**config.mk**
```make
export PLATFORM = sky130hd
export DESIGN_NAME = tea_decrypt_ctrl_flat
export DESIGN_NICKNAME = d
export VERILOG_FILES = /design/src/rtl/tea_decrypt_ctrl_pkg.sv /design/src/rtl/tea_decrypt_ctrl_if.sv /design/src/rtl/tea_feistel_f.sv /design/src/rtl/tea_decrypt_ctrl.sv /design/src/flat_wrapper.sv
export SDC_FILE = /design/constraint.sdc
export NUM_CORES = 1
export LEC_CHECK = 0
export CORE_MARGIN = 3
export CORE_UTILIZATION = 50
export DETAILED_ROUTE_END_ITERATION = 10
export PLACE_DENSITY = 0.83
export SLEW_MARGIN = 20
export SYNTH_ARGS = -nofsm -noshare
export SYNTH_HDL_FRONTEND = slang
export SYNTH_SLANG_ARGS = --single-unit
```
**constraint.sdc**
```tcl
create_clock -name clk -period 9.7 [get_ports clk]
set_input_delay 2.425 -clock clk [delete_from_list [all_inputs] [get_ports clk]]
set_output_delay 2.425 -clock clk [all_outputs]
set_load 0.01 [all_outputs]
```
**src/rtl/tea_decrypt_ctrl_pkg.sv**
```systemverilog
// tea_pkg: shared TEA constants, state encoding and block/key types
// used by the decryption controller, its round function and its interface.
package tea_pkg;

    localparam logic [31:0] TEA_DELTA = 32'h9E3779B9;

    typedef enum logic [1:0] {IDLE, RUN_A, RUN_B, DONE} tea_state_t;

    // Index 3 is the most significant word, so key[3]=k0 and block[1]=v0.
    typedef logic [3:0][31:0] tea_key_t;
    typedef logic [1:0][31:0] tea_block_t;

    function automatic logic [31:0] init_sum(logic [31:0] delta, int unsigned rounds);
        return 32'(delta * rounds);
    endfunction

endpackage

```
**src/rtl/tea_decrypt_ctrl_if.sv**
```systemverilog
// tea_decrypt_ctrl_if: valid/ready block-in and plaintext-out streams of the decryptor.
interface tea_decrypt_ctrl_if;
    import tea_pkg::*;

    logic       in_valid;
    logic       in_ready;
    tea_block_t cipher;
    tea_key_t   key;
    logic       out_valid;
    logic       out_ready;
    tea_block_t plain;
    logic       busy;

    modport master (
        output in_valid, cipher, key, out_ready,
        input  in_ready, out_valid, plain, busy
    );

    modport slave (
        input  in_valid, cipher, key, out_ready,
        output in_ready, out_valid, plain, busy
    );

endinterface

```
**src/rtl/tea_feistel_f.sv**
```systemverilog
// tea_feistel_f: combinational TEA round function F(x, ka, kb, sum).
module tea_feistel_f (
    input  logic [31:0] x,
    input  logic [31:0] ka,
    input  logic [31:0] kb,
    input  logic [31:0] sum,
    output logic [31:0] y
);

    assign y = ((x << 4) + ka) ^ (x + sum) ^ ((x >> 5) + kb);

endmodule

```
**src/rtl/tea_decrypt_ctrl.sv**
```systemverilog
// tea_decrypt_ctrl: iterative TEA decryptor sharing one round-function instance
// across two half-round cycles per round.
module tea_decrypt_ctrl
    import tea_pkg::*;
#(
    parameter int          ROUNDS = 32,
    parameter logic [31:0] DELTA  = TEA_DELTA
) (
    input logic               clk,
    input logic               rst,
    tea_decrypt_ctrl_if.slave bus
);

    localparam int          CW   = $clog2(ROUNDS) + 1;
    localparam logic [31:0] SUM0 = init_sum(DELTA, ROUNDS);

    tea_state_t    state, state_nx;
    logic [31:0]   v0, v1, sum;
    logic [31:0]   fx, fa, fb, fy;
    tea_key_t      k;
    logic [CW-1:0] cnt;
    logic          last;

    assign last = cnt == CW'(ROUNDS - 1);

    always_ff @(posedge clk or posedge rst) begin
        if (rst) state <= IDLE;
        else     state <= state_nx;
    end

    always_comb begin
        state_nx      = state;
        bus.in_ready  = state == IDLE;
        bus.out_valid = state == DONE;
        bus.busy      = state != IDLE;
        case (state)
            IDLE:    state_nx = bus.in_valid ? RUN_A : IDLE;
            RUN_A:   state_nx = RUN_B;
            RUN_B:   state_nx = last ? DONE : RUN_A;
            DONE:    state_nx = bus.out_ready ? IDLE : DONE;
            default: state_nx = IDLE;
        endcase
    end

    // RUN_A updates v1 from v0 with (k2,k3); RUN_B updates v0 from v1 with (k0,k1).
    assign fx = state == RUN_B ? v1   : v0;
    assign fa = state == RUN_B ? k[3] : k[1];
    assign fb = state == RUN_B ? k[2] : k[0];

    tea_feistel_f u_f (
        .x  (fx),
        .ka (fa),
        .kb (fb),
        .sum(sum),
        .y  (fy)
    );

    always_ff @(posedge clk or posedge rst) begin
        if (rst) begin
            v0  <= '0;
            v1  <= '0;
            sum <= '0;
            cnt <= '0;
            k   <= '0;
        end else begin
            case (state)
                IDLE: if (bus.in_valid) begin
                    v0  <= bus.cipher[1];
                    v1  <= bus.cipher[0];
                    k   <= bus.key;
                    sum <= SUM0;
                    cnt <= '0;
                end
                RUN_A: v1 <= v1 - fy;
                RUN_B: begin
                    v0  <= v0 - fy;
                    sum <= sum - DELTA;
                    cnt <= cnt + CW'(1);
                end
                default: ;
            endcase
        end
    end

    assign bus.plain = {v0, v1};

endmodule

```
**src/flat_wrapper.sv**
```systemverilog
// flat-port wrapper written by rule: the top's interface ports become plain ports
module tea_decrypt_ctrl_flat import tea_pkg::*;
#(
    parameter int          ROUNDS = 32,
    parameter logic [31:0] DELTA  = TEA_DELTA
)
  (clk, rst, bus_in_valid, bus_cipher, bus_key, bus_out_ready, bus_in_ready, bus_out_valid, bus_plain, bus_busy);
  tea_decrypt_ctrl_if bus_i ();
  input logic clk;
  input logic rst;
  input wire logic [$bits(bus_i.in_valid)-1:0] bus_in_valid;
  input wire logic [$bits(bus_i.cipher)-1:0] bus_cipher;
  input wire logic [$bits(bus_i.key)-1:0] bus_key;
  input wire logic [$bits(bus_i.out_ready)-1:0] bus_out_ready;
  output wire logic [$bits(bus_i.in_ready)-1:0] bus_in_ready;
  output wire logic [$bits(bus_i.out_valid)-1:0] bus_out_valid;
  output wire logic [$bits(bus_i.plain)-1:0] bus_plain;
  output wire logic [$bits(bus_i.busy)-1:0] bus_busy;
  assign bus_i.in_valid = bus_in_valid;
  assign bus_i.cipher = bus_cipher;
  assign bus_i.key = bus_key;
  assign bus_i.out_ready = bus_out_ready;
  assign bus_in_ready = bus_i.in_ready;
  assign bus_out_valid = bus_i.out_valid;
  assign bus_plain = bus_i.plain;
  assign bus_busy = bus_i.busy;
  tea_decrypt_ctrl #(.ROUNDS(ROUNDS), .DELTA(DELTA)) u_core (.clk(clk), .rst(rst), .bus(bus_i));
endmodule
```
# [After elaboration in Yosys (flattened, before gate mapping)]
# Cells that the tools add are included.
[word_totals] reg_bits=232 latchBits=0 ram_bits=0 rom_bits=0 inputBits=196 out_inout_bits=67 word_cells=45 mem_count=0
[op_classes] n_addsub=7 multipliers=0 n_div=0 order_cmp=0 eq_ne=5 shifts=0 n_mux=15 n_bitwise=2 reduce_logical=7
[ops] op="$mux 32" count=6
[ops] op="$pmux 32 s2" count=3
[ops] op="$add 32x32->32" count=2
[ops] op="$sub 32x32->32" count=2
[ops] op="$xor 32x32->32" count=2
[ops] op="$add 27x32->32" count=1
[ops] op="$sub 32x32->32 const B" count=1
[ops] op="$pmux 6 s2" count=1
[ops] op="$pmux 2 s4" count=1
[ops] op="$add 6x1->6 const B" count=1
[ops] op="$eq 6x5->1 const B" count=1
[ops] op="$mux 6" count=1
[ops] op="$reduce_and 2->1" count=3
[ops] op="$reduce_bool 2->1" count=3
[ops] op="$eq 2x2->1 const B" count=2
[ops] op="$mux 2" count=2
[ops] op="$eq 2x1->1 const B" count=1
[ops] op="$logic_not 2->1" count=1
[ops] op="$ne 2x2->1 const B" count=1
[ops] op="$mux 1" count=1

# [Depth between registers and ports, before layout]
[depth] ltp_word=7 ltp_mapped=33 depth_no_buf=27

# [Hierarchy]
# A second synthesis with hierarchy kept.
[unflattened] cells_unflattened=2392 area_unflattened_um2=18574.1
[modules_own_cells] mod="tea_decrypt_ctrl" n_inst=1 cells_each=1765 area_per_inst_um2=13649.3 seq_area_each_um2=5805.6
[modules_own_cells] mod="tea_feistel_f" n_inst=1 cells_each=627 area_per_inst_um2=4924.7 seq_area_each_um2=0.0

# [Worst setup path before layout]
# OpenSTA, ideal clock, no wires.
[synth_timing] kind="reg2reg" from="reg u_core.state[1]" to="reg u_core.v0[31]" setup_time_ps=126 arrival_time_ps=6936 required_ps=9574 setup_slack_ps=2638 stages_incl_launch_ff=33 n_path_buf=6 period_less_slack_ps=7062 cell_sequence="dfrtp_1 -> buf_2 -> nand2b_1 -> buf_6 -> clkbuf_1 -> clkbuf_1 -> clkbuf_1 -> clkbuf_1 -> nand2_1 -> nand2_1 -> ha_1 -> fa_1 -> xnor2_1 -> xnor2_1 -> ha_1 -> nor2b_1 -> o21ai_0 -> a21boi_0 -> o21ai_0 -> a211oi_1 -> o31ai_1 -> a311oi_1 -> nor3b_1 -> nor3_1 -> o21ai_1 -> o21ai_1 -> o211ai_2 -> a41o_1 -> nor4_1 -> a2111oi_0 -> o21ai_0 -> a31o_1 -> a221o_1"
[synth_between] elab_chain_len=7 elab_cells_between_ends=15 cone_classes="add/sub: 4; eq/ne: 2; mux: 4; bitwise: 2; reduce/logical: 3"
[synth_lines] element="from (decl)" line="tea_decrypt_ctrl.sv:17" source="tea_state_t state, state_nx;"
[synth_lines] element="from (signal assigned)" line="tea_decrypt_ctrl.sv:28" source="else state <= state_nx;"
[synth_lines] element="$eq 2x2->1"
[synth_lines] element="$mux 32 (on tied branches)" line="tea_decrypt_ctrl.sv:47, tea_decrypt_ctrl.sv:46"
[synth_lines] element="$add 32x32->32" line="tea_feistel_f.sv:10" source="assign y = ((x << 4) + ka) ^ (x + sum) ^ ((x >> 5) + kb);"
[synth_lines] element="$xor 32x32->32 (2 in a row)" line="tea_feistel_f.sv:10"
[synth_lines] element="$sub 32x32->32" line="tea_decrypt_ctrl.sv:76" source="v0 <= v0 - fy;"
[synth_lines] element="$pmux 32 s2" line="tea_decrypt_ctrl.sv:66" source="case (state)"
[synth_lines] element="to (signal assigned)" line="tea_decrypt_ctrl.sv:68" source="v0 <= bus.cipher[1];"
[synth_lines] element="to (signal assigned)" line="tea_decrypt_ctrl.sv:76"
[synth_lines] element="to (decl)" line="tea_decrypt_ctrl.sv:18" source="logic [31:0] v0, v1, sum;"
# Parallel ways exist; a longest one is shown, timed or not.
# A chain may end at the register's enable or synchronous reset.

# [Worst setup path after layout]
# Same ends and word-level chain as after synthesis.

==> out/metrics.yaml <==
pwr:
  p_int_mw: 1.63
  leakage_nw: 10.7
  power_mw: 2.11
  switchingPower_uw: 480
  switching_share: 0.228
  irDropWorstVdd_mv: 0.122
  p_comb_frac: 0.049
  clkPwrFrac: 0.492
  p_per_area_nw_per_um2: 95.4
  p_seq_frac: 0.459
setup_path:
  endpoint_kind: "flip-flop"
  worstPathArrival_ps: 8490
  path_class: "flip-flop to flip-flop"
  cpMaxStageDelayCell: "nor2b_4"
  path_common_cell: "o21ai_0"
  start_kind: "flip-flop"
  crit_buf_inv: 1
  critical_path_peak_fanout: 42
  required_ps: 10150
  cp_top_family: "compound AO/OA/AOI/OAI gates"
  crit_cells: 27
  reg2reg_depth: 27
  cpPeakStageDelay_ps: 610
detailed_routing:
  vias: 17900
  drtPass1Iterations: 5
  antenna_left: 0
  wl_per_cell_um: 19.0
  drc: 0
  drtIter0Drc: 1561
  drt-total-wl_um: 57300
  via_per_inst: 5.94
cells_and_area:
  synthToLayoutAreaGrowth_pct: 21.2
  stdcell_area_um2: 22100
  drive_gt1_frac: 0.0392
  insertedDiodeCount: 0
  nets: 2848
clocking:
  htreeDepth: 1
  insertion_delay_ps: 560
  clock_path_buffers: 3
  root_buffer: "clkbuf_16"
  cts_tree: "built"
  cts_buffers: 27
  ctsHoldBuffers: 0
  clkTransAtPathRegs_ps: 70
  post_cts_buffers: 0
  cts_sinks: 232
  cts_resized: 0
synth:
  syn-num-nets: 2645
  synth_top_area_cell: "dfrtp_1"
  yosysTopAreaCellShare: 0.318
  synthAdderAreaFrac: 0.0938
  synthMuxAreaShare: 0.0104
  avgSynthCellArea_um2: 7.82
  yosysUniqueCellTypes: 81
  ys_seq_area_frac: 0.318
  async_flop_share: 1.00
  netlist_top_cells_area: "dfrtp_1, nand2_1, ha_1"
  syn_area_um2: 18200
  synth-compound-area-share: 0.200
  synth_top_family_by_area: "simple AND/OR/NAND/NOR gates"
  synth_edf_count: 0
  yosys_warnings: 0
  synth_xor_area_frac: 0.106
  synth_seq_cells: 232
  synth_ff_type: "dfrtp_1"
  synthCells: 2330
  synthSimpleGateAreaFrac: 0.239
grt:
  grt_pass1_wl_um: 90900
  track_usage: 0.289
  grt-ovfl-total: 0
  grt_pass1_vias: 17083
  grt_max_degree: 149
  antenna_found_initial: 0
floorplan:
  die_area_um2: 38800
  io_pins: 263
  die_y_um: 197
  row_count: 69
  initial_utilization: 0.510
  coreArea_um2: 35700
  die-width_um: 197
job:
  cap_violations: 0
status:
  outcome: "finished clean"
sta:
  setup_viol: 0
  period_minus_slack_ps: 8040
  finClkSkew_ps: 11.3
  fmax_mhz: 124
  setup_tns_ps: 0
  rsz0062_at_grt: "no"
  final_hold_viol_count: 0
  slew_headroom: 0.276
  fin_crit_sh: 0.829
  tightestPinTransition_ps: 1080
  maxSlewViolCount: 0
hold_path:
  hold_depth: 2
  min_path_type: "flip-flop to flip-flop"
placement:
  placed_area_um2: 21200
  gp_congestion: 0.979
  dpl.hpwl_um: 42600
  portBuffers: 262
## metal layers
| layer | share of wire | global-route usage | vias up |
|---|---|---|---|
| met5 | 0 | 0 | - |
| met4 | 0.023 | 0.0692 | 0 |
| met3 | 0.097 | 0.0484 | 96 |
| met2 | 0.41 | 0.425 | 868 |
| met1 | 0.47 | 0.446 | 8445 |
| li1 | - | - | 8491 |
## worst reg2reg max path, delay by kind of cell, from the launching register on
family	cells	cell delay [ps]
AO/OA/AOI/OAI	14	3690
AND/OR/NAND/NOR	7	1500
adder cells (fa/ha/maj)	3	990
XOR/XNOR	2	720
buffers and inverters	1	520
flip-flops	1	510
## final timing paths
check / startpoint / to / slack, ps
setup / recovery: u_core.state[1] / u_core.v0[31] / 1660
hold / removal: u_core.k[84] / u_core.k[84] / 470
setup reg to reg: u_core.state[1] / u_core.v0[31] / 1660
hold reg to reg: u_core.k[84] / u_core.k[84] / 470
max in group asynchronous: rst / u_core.k[124] / 5960
min in group asynchronous: rst / u_core.k[38] / 2380
## cell families after synthesis
kind of cell,Yosys count
and+or+nand+nor,1050
AOI/OAI and AO/OA,538
DFF,232
xor gates and xnor gates,198
buffers and inverters,156
adders and majority gates,137
muxes,19
## through the flow
stage                     hold slack (ps)  std cells  utilization  setup slack [ps]
final                                 473       3015        0.618              1660
after floorplan                       443       2330            -               914
after global routing                  495       3015        0.618               786
after CTS                             477       3015        0.618              1790
after detailed placement              462       2965        0.593              1790
after global placement                458       2965        0.593              2200
## power groups by stage
| stage | logic, mW | registers [mW] | clock network, mW |
|---|---|---|---|
| after floorplan | 0.0148 | 0.986 | 0 |
| after global placement | 0.104 | 0.985 | 0 |
| after detailed placement | 0.104 | 0.985 | 0 |
| after CTS | 0.105 | 0.968 | 1.05 |
| after global routing | 0.111 | 0.967 | 1.08 |
| final | 0.103 | 0.968 | 1.04 |
## area by class of cell
| cell class | instances | area, um^2 |
|---|---|---|
| inverter | 54 | 210 |
| fill | 3153 | 13600 |
| clock inverter | 18 | 166 |
| tap | 461 | 577 |
| sequential | 232 | 5810 |
| clock buffer | 32 | 724 |
| timing repair buffer | 276 | 2750 |
| multi-input combinational | 1942 | 11900 |
## synthesized netlist by cell type, types with 5 or more instances
cell,n
o2111ai_1,6
or2_2,12
xnor3_1,11
o21a_1,19
xnor2_1,149
o31ai_1,10
nand3_1,39
inv_1,53
o21ai_0,118
maj3_1,16
a41oi_1,6
clkbuf_1,90
o211ai_1,23
and3_1,9
dfrtp_1,232
a2111oi_0,5
a31o_2,6
nand2b_1,12
a221oi_1,7
a21o_1,48
nor2_1,125
xor2_1,35
buf_1,9
a22oi_1,18
fa_1,5
and2_1,18
a221o_1,22
o22ai_1,6
a211oi_1,16
mux2i_1,19
ha_1,114
or3_1,9
nor2b_1,8
nor3_1,42
o221ai_1,5
nand4_1,8
a21boi_0,8
nand2_1,739
nor3b_1,14
a31oi_1,24
a21oi_1,118
o21bai_1,19
a211o_1,11
a2111o_1,5
## cells in the final DEF, fill, tap and decap left out, types with 10 or more instances in the layout
| cell type | instances |
|---|---|
| nor3_1 | 42 |
| clkdlybuf4s50_1 | 262 |
| xor2_1 | 35 |
| a211o_1 | 11 |
| nor2_1 | 125 |
| or2_2 | 12 |
| inv_1 | 52 |
| nand2b_1 | 11 |
| a211oi_1 | 16 |
| o21bai_1 | 19 |
| a21o_1 | 48 |
| xnor2_1 | 148 |
| o21ai_0 | 118 |
| dfrtp_1 | 232 |
| o31ai_1 | 10 |
| mux2i_1 | 19 |
| buf_4 | 12 |
| ha_1 | 114 |
| clkbuf_16 | 27 |
| a31oi_1 | 24 |
| a21oi_1 | 118 |
| a221o_1 | 22 |
| o211ai_1 | 23 |
| and2_1 | 17 |
| a22oi_1 | 18 |
| nand2_1 | 738 |
| nand3_1 | 39 |
| nor3b_1 | 14 |
| xnor3_1 | 11 |
| o21a_1 | 19 |
| maj3_1 | 16 |
## sequential cells by signal (all words and copies together) (netlist names)
register / cells
u_core.k: 128
u_core.sum: 32
u_core.v0: 32
u_core.v1: 32
u_core.cnt: 6
u_core.state: 2
Power figures use the tool's default switching activity.
